File: src/rtl/int32_to_ieee754_seq.sv
// Sequential int32 (signed/unsigned) to IEEE-754 single encoder, valid/ready on both sides.
// Build macro FAST_NORM_EN selects a one-cycle priority-encoder normalise instead of the shift loop.
module int32_to_ieee754_seq #(
   parameter logic TRUNCATE = 1'b0
) (
   input  logic        clk,
   input  logic        rst,
   input  logic        in_valid,
   output logic        in_ready,
   input  logic [31:0] in_data,
   input  logic        in_signed,
   output logic        out_valid,
   input  logic        out_ready,
   output logic [31:0] out_data,
   output logic        out_inexact
);

   typedef enum logic [1:0] {IDLE, NORM, ROUND, DONE} state_t;

   state_t      state_q, state_d;
   logic [31:0] mag_q, mag_d;
   logic [7:0]  exp_q, exp_d;
   logic        sign_q, sign_d;
   logic [31:0] out_data_q, out_data_d;
   logic        inexact_q, inexact_d;

   logic        in_sign;
   logic [31:0] in_mag;
   logic        guard, sticky, rnd_up;
   logic [24:0] sum;
   logic [22:0] frac_r;
   logic [7:0]  exp_r;

   assign in_sign = in_signed & in_data[31];
   assign in_mag  = in_sign ? (~in_data + 32'd1) : in_data;

   // mag_q[31] is the hidden one, so the 24-bit significand is mag_q[31:8]
   assign guard  = mag_q[7];
   assign sticky = |mag_q[6:0];
   assign rnd_up = ~TRUNCATE & guard & (sticky | mag_q[8]);
   assign sum    = {1'b0, mag_q[31:8]} + {24'd0, rnd_up};
   assign frac_r = sum[24] ? sum[23:1] : sum[22:0];
   assign exp_r  = exp_q + {7'd0, sum[24]};

`ifdef FAST_NORM_EN
   logic [4:0] lzc;

   always_comb begin
      lzc = 5'd0;
      for (int i = 0; i < 32; i++) begin
         if (mag_q[i]) lzc = 5'(31 - i);
      end
   end
`endif

   always_comb begin
      state_d    = state_q;
      mag_d      = mag_q;
      exp_d      = exp_q;
      sign_d     = sign_q;
      out_data_d = out_data_q;
      inexact_d  = inexact_q;
      unique case (state_q)
         IDLE: begin
            if (in_valid) begin
               sign_d     = in_sign;
               mag_d      = in_mag;
               exp_d      = 8'd158;
               out_data_d = 32'd0;
               inexact_d  = 1'b0;
               if (in_mag == 32'd0) begin
                  state_d = DONE;
               end else begin
`ifdef FAST_NORM_EN
                  state_d = NORM;
`else
                  state_d = in_mag[31] ? ROUND : NORM;
`endif
               end
            end
         end
         NORM: begin
`ifdef FAST_NORM_EN
            mag_d   = mag_q << lzc;
            exp_d   = 8'd158 - {3'd0, lzc};
            state_d = ROUND;
`else
            // leave as soon as the shifted value is normalised
            mag_d = mag_q << 1;
            exp_d = exp_q - 8'd1;
            if (mag_q[30]) state_d = ROUND;
`endif
         end
         ROUND: begin
            out_data_d = {sign_q, exp_r, frac_r};
            inexact_d  = guard | sticky;
            state_d    = DONE;
         end
         DONE: begin
            if (out_ready) state_d = IDLE;
         end
         default: state_d = IDLE;
      endcase
   end

   always_ff @(posedge clk or posedge rst) begin
      if (rst) begin
         state_q    <= IDLE;
         mag_q      <= 32'd0;
         exp_q      <= 8'd0;
         sign_q     <= 1'b0;
         out_data_q <= 32'd0;
         inexact_q  <= 1'b0;
      end else begin
         state_q    <= state_d;
         mag_q      <= mag_d;
         exp_q      <= exp_d;
         sign_q     <= sign_d;
         out_data_q <= out_data_d;
         inexact_q  <= inexact_d;
      end
   end

   assign in_ready    = (state_q == IDLE);
   assign out_valid   = (state_q == DONE);
   assign out_data    = out_data_q;
   assign out_inexact = inexact_q;

endmodule

File: config.mk
export PLATFORM = sky130hd
export DESIGN_NAME = int32_to_ieee754_seq
export DESIGN_NICKNAME = d
export VERILOG_FILES = /design/src/rtl/int32_to_ieee754_seq.sv
export SDC_FILE = /design/constraint.sdc
export NUM_CORES = 1
export LEC_CHECK = 0
export CORE_ASPECT_RATIO = 1.25
export CORE_UTILIZATION = 30
export CTS_CLUSTER_DIAMETER = 80
export DETAILED_ROUTE_END_ITERATION = 6
export GPL_TIMING_DRIVEN = 0
export PLACE_DENSITY = 0.53
export SYNTH_ARGS = -nofsm -noshare
export SYNTH_HDL_FRONTEND = slang
export SYNTH_SLANG_ARGS = --single-unit
File: constraint.sdc
create_clock -name clk -period 2.5 [get_ports clk]
set_input_delay 0.25 -clock clk [delete_from_list [all_inputs] [get_ports clk]]
set_output_delay 0.25 -clock clk [all_outputs]
set_load 0.01 [all_outputs]
# [Word level (Yosys, flattened, before mapping)]
# Cells that the tools add are included.
[totals] ff_bits=76 latch_bits=0 mem_bits_rw=0 romBits=0 out_inout_bits=35 wordCells=46 n_memories=0
[op_classes] add_sub_neg=4 mul=0 div=0 order_cmp=0 n_eq_ne=6 shift=0 muxes=16 bitwise=5 n_reduce_logical=9
[ops] cell="$pmux 32 s2" count=2
[ops] cell="$mux 32" count=3
[ops] cell="$add 32x1->32 const B" count=1
[ops] cell="$logic_not 32->1" count=1
[ops] cell="$not 32->32" count=1
[ops] cell="$add 24x1->25" count=1
[ops] cell="$mux 23" count=1
[ops] cell="$pmux 8 s2" count=1
[ops] cell="$mux 2" count=5
[ops] cell="$add 8x1->8" count=1
[ops] cell="$mux 8" count=1
[ops] cell="$pmux 2 s4" count=1
[ops] cell="$sub 8x1->8 const B" count=1
[ops] cell="$reduce_or 7->1" count=1
[ops] cell="$reduce_and 2->1" count=3
[ops] cell="$eq 2x2->1 const B" count=2
[ops] cell="$ne 2x2->1 const B" count=2
[ops] cell="$reduce_bool 2->1" count=2
[ops] cell="$reduce_and 3->1" count=1
[ops] cell="$and 1x1->1" count=2
[ops] cell="$eq 2x1->1 const B" count=1
[ops] cell="$logic_not 2->1" count=1
[ops] cell="$ne 2x1->1 const B" count=1
[ops] cell="$or 1x1->1" count=2
[ops] cell="other kinds (2)" count=2

# [Depth between registers and ports, before layout]
# Gate-level depths: netlist (run 1).
[logic_depth] depth_word=7 mapped_depth=12 depth_no_buf=12

# [Worst setup path after synthesis (run 1)]
# OpenSTA, ideal clock, no wires.
[synth_timing] path_type="register to register" startpoint="reg mag_q[7]" endpoint="reg out_data_q[28], in the netlist out_data[28]" arrival_time_ns=2.510 t_required_ns=2.417 path_slack_ns=-0.093 path_stages_with_launch=13 n_path_buf=0 period_less_slack_ns=2.593 cell_sequence="dfrtp_1 > and2_1 > ha_1 > nand3_1 > nor3_1 > and3_1 > nand3_1 > nor2_1 > ha_1 > and3_1 > nand3_1 > xor2_1 > o21ai_0"
[synth_between] elab_chain_cells=4
[synth_lines] element="start: declaration" line="21" text="logic [31:0] mag_q, mag_d;"
[synth_lines] element="start signal: assignment" line="116" text="mag_q <= mag_d;"
[synth_lines] element="$and 1x1->1" line="40" text="assign rnd_up = ~TRUNCATE & guard & (sticky | mag_q[8]);"
[synth_lines] element="$add 24x1->25" line="41" text="assign sum = {1'b0, mag_q[31:8]} + {24'd0, rnd_up};"
[synth_lines] element="$add 8x1->8" line="43" text="assign exp_r = exp_q + {7'd0, sum[24]};"
[synth_lines] element="$pmux 32 s2" line="63" text="unique case (state_q)"
[synth_lines] element="end signal: assignment" line="119" text="out_data_q <= out_data_d;"
[synth_lines] element="end: declaration" line="24" text="logic [31:0] out_data_q, out_data_d;"
# Every way passes these cells.
# A chain may end at the register's enable or synchronous reset.

# [Worst setup path after layout (run 1)]
[layout_timing] startpoint="in in_data[12]" endpoint="reg state_q[1]"
[layout_between] elab_chain_cells=7
[layout_lines] element="start: declaration" line="10" text="input logic [31:0] in_data,"
[layout_lines] element="$not 32->32" line="35" text="assign in_mag = in_sign ? (~in_data + 32'd1) : in_data;"
[layout_lines] element="$add 32x1->32" line="35"
[layout_lines] element="$mux 32 (*)" line="35"
[layout_lines] element="$logic_not 32->1 / $mux 2 (equally long branches)" line="71, 77"
[layout_lines] element="$mux 2 (*)" line="71" text="if (in_mag == 32'd0) begin"
[layout_lines] element="$mux 2 (*)" line="65" text="if (in_valid) begin"
[layout_lines] element="$pmux 2 s4 (*)" line="63"
[layout_lines] element="end signal: assignment" line="115" text="state_q <= state_d;"
[layout_lines] element="end: declaration" line="20" text="state_t state_q, state_d;"
# Every way passes the cells marked *; elsewhere a longest branch is shown, timed or not. The select of a mux whose other input is x is not followed.

==> run metrics, run 1 <==
Post-synth EDFFs 0; Slew Viols, Final 0; Ys Warns 0; Finished Core Util 41.6%; # diodes 0; Critical R2R Launch mag_q[7]$_DFFE_PP0P_; part of the cycle the worst path needs 98.2%; combinational family with the most area after synthesis simple AND/OR/NAND/NOR gates; Chip Width 116 um; Syn Std Cell Area 4860 sq um; starting density of the core 31.0%; flop2flop setup slack 150 ps; net count after synthesis 625; Post-Synth XOR/XNOR Area 11.0%; drt wl/cell 16.1 um; max-cap viol count 0; Clock Sinks 76; FF-to-FF path depth 12; outcome completed; clk slew on worst S/H paths 60 ps; CP startpoint kind primary input; Peak Freq 407 MHz; Async S/R FF share, synth 100%; Post-DP HPWL 11.2 mm; Layout area overhead 34.4%; Crit Path Max Fanout 7; Peak supply drop 0.429 mV; post-synthesis area per instance 8.40 sq um; Gate Count Post-Synth 579; Setup crit end state_q[1]$_DFFE_PP0P_; gr usage total 18.3%; post-synthesis sequential area ratio 39.1%; Worst Path Arrival 2730 ps; simple-gate portion of the synthesized area 21.9%; WHS 205 ps; post-synthesis adder-cell area fraction 2.32%; gpl congestion 0.827; initial antenna violation count 0; Cell variety after synth 52; final WL 14.4 mm; Setup Crit Path Kind in2reg; Pre-antenna DRT Iters 4; LEAKAGE 0.00270 uW; clk_lat worst skew 340 ps; CTS Buf Count 9; mux contribution to synthesized area 3.99%; post-synthesis register bit count 76; Vias per Instance 5.09; pin count of the biggest net entering global routing 62; die area 16700 sq um; worst min-delay path category in2async; CTS tree done; first-pass GRT wire length 23.4 mm; I/O pin count 72; ys flop type dfrtp_1; initial DRC count 235; Clock Tree Root clkbuf_16; Port Buffer Count 68; Rows 51; Slew headroom 54.4%; H-tree depth 3; power per cell area 995 nW/um^2; post-route ant nets 0; CP startpoint in_data[12]; RR Endpoint out_data[27]$_DFFE_PP0P_; vias 4539; GRT overflow 0; Slew @ Worst Pin 665 ps; Worst Setup End Kind register; DRC viols 0; Core Region 15700 sq um; Final Hold Viols 0; compound-gate portion of the synthesized area 17.8%; RSZ-0062 raised after global routing yes; # setup viols final 0; Die Y 144 um; layout cells sized above 1 16.0%; Tmin final 2450 ps; Hold Buf Count CTS 0; commonest non-fill, non-tap cell in the layout nand2_1; Final #Nets 721; Worst EP required 2780 ps; commonest non-fill, non-tap cells in the layout nand2_1 (94), dfrtp_1 (75), o21ai_0 (64); Max clock buf depth 2; vias in the first global route 4502; Clock Skews 9.38 ps
metal layers:
layer | wire, um | track usage [%]
met1 | 6120 | 21.8
met2 | 7180 | 31.9
met3 | 567 | 3.14
met4 | 485 | 8.43
met5 | 0 | 0
area by class of cell:
type,instances,area [sq um]
Clock inverter,5,75.1
Clock buffer,11,243
Timing Repair Buffer,93,832
Fill cell,1634,9160
Inverter,14,55.1
Buffer,26,119
Multi-Input combinational cell,455,3040
Sequential cell,76,1900
Tap cell,212,265
critical path, cell delays in order:
cell	delay (ps)
buf_2	150
or4_4	520
buf_6	150
or4_4	520
o41ai_4	420
xnor2_2	120
or3_4	340
nor3_2	110
a31o_1	150
repair_timing:
| action | in CTS | in global routing |
|---|---|---|
| resized for setup | 68 | 36 |
| buffers inserted | 16 | 8 |
| pin swaps | 13 | 20 |
| setup endpoints to repair | 48 | 38 |
power by group:
group	total [uW]	internal (uW)	switching [uW]	leakage, uW
Sequential	2230	1740	483	0.000947
Clock	1380	896	489	0.000159
Combinational	2890	1280	1610	0.00160
metrics by stage:
stage	instances	setup WS, ps	setup TNS [ps]	power, uW	cell area, sq um
6_report	892	45.5	0	6500	6540
5_1_grt	892	-27.6	-34.6	7030	6540
4_1_cts	888	-9.27	-9.27	6550	6460
3_5_place_dp	860	-1040	-23620	5040	5860
3_3_place_gp	859	-1110	-94950	4970	5830
2_1_floorplan	579	8.98	0	3880	4890
Yosys cell counts, types with 2 or more instances:
master	instances	area (sq um)
o31ai_1	4	30.0
o41ai_2	3	48.8
mux2_2	3	33.8
o21ai_0	67	335
xor2_1	27	236
clkbuf_1	31	116
nor3_1	14	70.1
and4_1	2	17.5
ha_1	9	113
nand2b_1	6	37.5
nand4_1	5	31.3
o211ai_1	9	67.6
nor4_1	7	43.8
nor2_1	38	143
nand3b_1	2	15.0
a22o_1	3	26.3
inv_1	13	48.8
nand2_1	94	353
dfrtp_1	76	1900
a31oi_1	5	31.3
a21oi_1	29	145
xnor2_1	34	298
o41ai_1	2	17.5
a32oi_1	2	17.5
mux2i_1	16	160
and3_1	10	62.6
and2_1	2	12.5
o21a_1	3	22.5
nand3_1	21	105
a211oi_1	2	15.0
nor4b_1	3	26.3
or3_1	6	37.5
a21o_1	6	45.0
or4_1	6	45.0
or2_2	2	12.5
worst min-delay path by stage:
stage,to,startpoint,depth (start not counted)
5_1_grt,out_data[27]$_DFFE_PP0P_,rst,2
3_5_place_dp,out_inexact$_DFFE_PP0P_,out_inexact$_DFFE_PP0P_,2
3_3_place_gp,out_inexact$_DFFE_PP0P_,out_inexact$_DFFE_PP0P_,2
2_1_floorplan,mag_q[0]$_DFFE_PP0P_,in_data[0],2
6_report,out_data[27]$_DFFE_PP0P_,rst,2
4_1_cts,out_data[27]$_DFFE_PP0P_,rst,2
kinds of logic after synthesis:
group | count (synthesis)
and+or+nand+nor | 224
DFF | 76
xor gates and xnor gates | 61
adders and majority gates | 9
muxes | 19
AOI/OAI and AO/OA | 142
buffers and inverters | 48
state kept, by name (all words and copies together), names as in the netlist:
name         flops
out_data        32
state_q          2
exp_q            8
sign_q           1
mag_q           32
out_inexact      1
No activity file was read; power rests on OpenSTA's default activity.
==> run 2, diff against run 1 <==
CORE_UTILIZATION = 41   (was 30)
CTS_BUF_LIST = sky130_fd_sc_hd__clkbuf_8 sky130_fd_sc_hd__clkbuf_16   (was unset)
PLACE_DENSITY = 0.68   (was 0.53)
==> run metrics, run 2 (synthesis results as in run 1) <==
clock power share 21.1% (was 21.3%); DRC viols 0 (unchanged); Place WS -1030 ps (was -1040 ps); Combinational Power Share 44.7% (was 44.5%); max-cap viol count 0 (unchanged); worst min-delay path category in2async (unchanged); Sw Ratio 39.9% (was 39.7%); CP startpoint kind primary input (unchanged); part of the cycle the worst path needs 99.0% (was 98.2%); Crit Path Max Fanout 8 (was 7); Top Layer Used met4 (unchanged); Psw 2610 uW (was 2590 uW); Tmin final 2480 ps (was 2450 ps); Die Y 124 um (was 144 um); pin count of the biggest net entering global routing 64 (was 62); LEAKAGE 0.00275 uW (was 0.00270 uW); # diodes 0 (unchanged); CP bufs+invs 1 (was 2); CTS tree done (unchanged); gr usage total 23.3% (was 18.3%); GRT overflow 0 (unchanged); final WL 13.6 mm (was 14.4 mm); outcome completed (unchanged); gpl congestion 0.930 (was 0.827); Setup Crit Path Kind in2reg (unchanged); commonest non-fill, non-tap cell in the layout nand2_1 (unchanged); Rows 44 (was 51); Worst EP required 2780 ps (about the same); CP Cell Sequence clkdlybuf4s50_1 > and2_2 > o21ai_0 > xnor2_1 > or4_1 > nor3_1 > nor4b_2 > a31o_1 (was buf_2 > or4_4 > buf_6 > or4_4 > o41ai_4 > xnor2_2 > or3_4 > nor3_2 > a31o_1); Peak Freq 404 MHz (was 407 MHz); Pre-antenna DRT Iters 4 (unchanged); Layout area overhead 34.0% (was 34.4%); Final Hold Viols 0 (unchanged); FF-to-FF path depth 9 (was 12); commonest non-fill, non-tap cells in the layout nand2_1 (94), dfrtp_1 (75), o21ai_0 (63) (was nand2_1 (94), dfrtp_1 (75), o21ai_0 (64)); Peak supply drop 0.432 mV (was 0.429 mV); Port Buffer Count 68 (unchanged); Final #Nets 728 (was 721); layout cells sized above 1 16.3% (was 16.0%); total power 6530 uW (was 6500 uW); Vias per Instance 5.59 (was 5.09); Slew headroom 52.2% (was 54.4%); met3 routed WL 421 um (was 567 um); power per cell area 1000 nW/um^2 (was 995 nW/um^2); Hold Buf Count CTS 0 (unchanged); Clock Skews 6.69 ps (was 9.38 ps); Worst Path Arrival 2750 ps (was 2730 ps); starting density of the core 42.1% (was 31.0%); DP Area 5770 sq um (was 5860 sq um); post-route ant nets 0 (unchanged); # setup viols final 0 (unchanged); initial antenna violation count 0 (unchanged); Finished Core Util 56.4% (was 41.6%); Final Cell Area 6520 sq um (was 6540 sq um); Worst Setup End Kind register (unchanged); Max clock buf depth 2 (unchanged); die area 12300 sq um (was 16700 sq um); delay-heaviest family, CP simple AND/OR/NAND/NOR gates (unchanged); CTS Buf Count 9 (unchanged); I/O pin count 72 (unchanged); first-pass GRT wire length 22.6 mm (was 23.4 mm); initial DRC count 328 (was 235); Clock Tree Root clkbuf_16 (unchanged); drt wl/cell 16.5 um (was 16.1 um); internal power 3930 uW (was 3920 uW); Core Region 11600 sq um (was 15700 sq um); H-tree depth 3 (unchanged); vias in the first global route 4577 (was 4502); Filler cells 1046 (was 1634); vias 4610 (was 4539); clk slew on worst S/H paths 60 ps (about the same); clk_lat worst skew 340 ps (about the same); metal2 WL 6.87 mm (was 7.18 mm); Clock Sinks 76 (unchanged); Chip Width 99.4 um (was 116 um); CP max-delay cell clkdlybuf4s50_1 (was or4_4); final worst slack 25.0 ps (was 45.5 ps); register share of total power 34.2% (about the same); Slew @ Worst Pin 698 ps (was 665 ps); Post-DP HPWL 10.2 mm (was 11.2 mm); Worst path depth 8 (was 9); Slew Viols, Final 0 (unchanged); Crit path largest cell delay 620 ps (was 520 ps); WL met1 5.99 mm (was 6.12 mm)
==> run 2: path summary, 6_finish.rpt <==
kind                       slack [ps]                  endpoint                    start
setup / recovery                   30    state_q[1]$_DFFE_PP0P_              in_data[31]
max in group asynchronous        1760     mag_q[18]$_DFFE_PP0P_                      rst
setup reg to reg                  130    state_q[1]$_DFFE_PP0P_   state_q[1]$_DFFE_PP0P_
hold reg to reg                   480   out_data[7]$_DFFE_PP0P_  out_data[7]$_DFFE_PP0P_
min in group clk                  220      mag_q[0]$_DFFE_PP0P_               in_data[0]
hold / removal                    190  out_data[29]$_DFFE_PP0P_                      rst
==> run 2: layout make-up <==
class                      count  area (sq um)  area share, %
buffer                        27           135           2.07
clock inverter                 6          80.1           1.23
multi-input combinational    455          3030           46.4
timing repair buffer          99           906           13.9
sequential                    76          1900           29.2
tap                          138           173           2.65
clock buffer                  10           239           3.67
inverter                      14          55.1          0.845
==> run 2: power by group through the flow <==
stage	Clock [uW]	Sequential (uW)	Combinational, uW
finish	1380	2240	2920
global route	1450	2320	3260
CTS	1390	2210	2880
detailed placement	0	2230	2770
global placement	0	2190	2690
floorplan	0	2190	1690
==> run 2: metal layers <==
metal / track usage [%] / vias to the layer above
met2: 41.2 / 117
met5: 0 / -
met3: 2.92 / 25
li1: - / 2245
met4: 10.8 / 0
met1: 28.5 / 2223
==> run 2: through the flow <==
stage / hold slack, ps / instances / TNS [ps]
6_report: 187 / 825 / 0
5_1_grt: 206 / 825 / -49.4
4_1_cts: 188 / 818 / -35.2
3_5_place_dp: 463 / 786 / -21170
3_3_place_gp: 460 / 785 / -83470
2_1_floorplan: 420 / 579 / 0
==> run 2: timing repair <==
item	in CTS	in global routing
endpoints found under the setup margin	47	43
pin swaps	12	16
buffers inserted	21	9
gates resized for setup	44	57
==> run 2: worst register-to-register path, cell delays in order, from the launching register on <==
cell	delay (ps)
dfrtp_1	410
inv_1	90
ha_1	230
clkinv_1	150
o221a_2	280
nand3_1	70
or4_1	470
nor3_1	150
nor4b_2	290
a31o_1	180
==> run 3, diff against run 2 <==
CAP_MARGIN = 5   (was unset)
HOLD_SLACK_MARGIN = 0.06   (was unset)
==> results of run 3 <==
The final DEF is identical to that of run 2; final timing and power are the same.
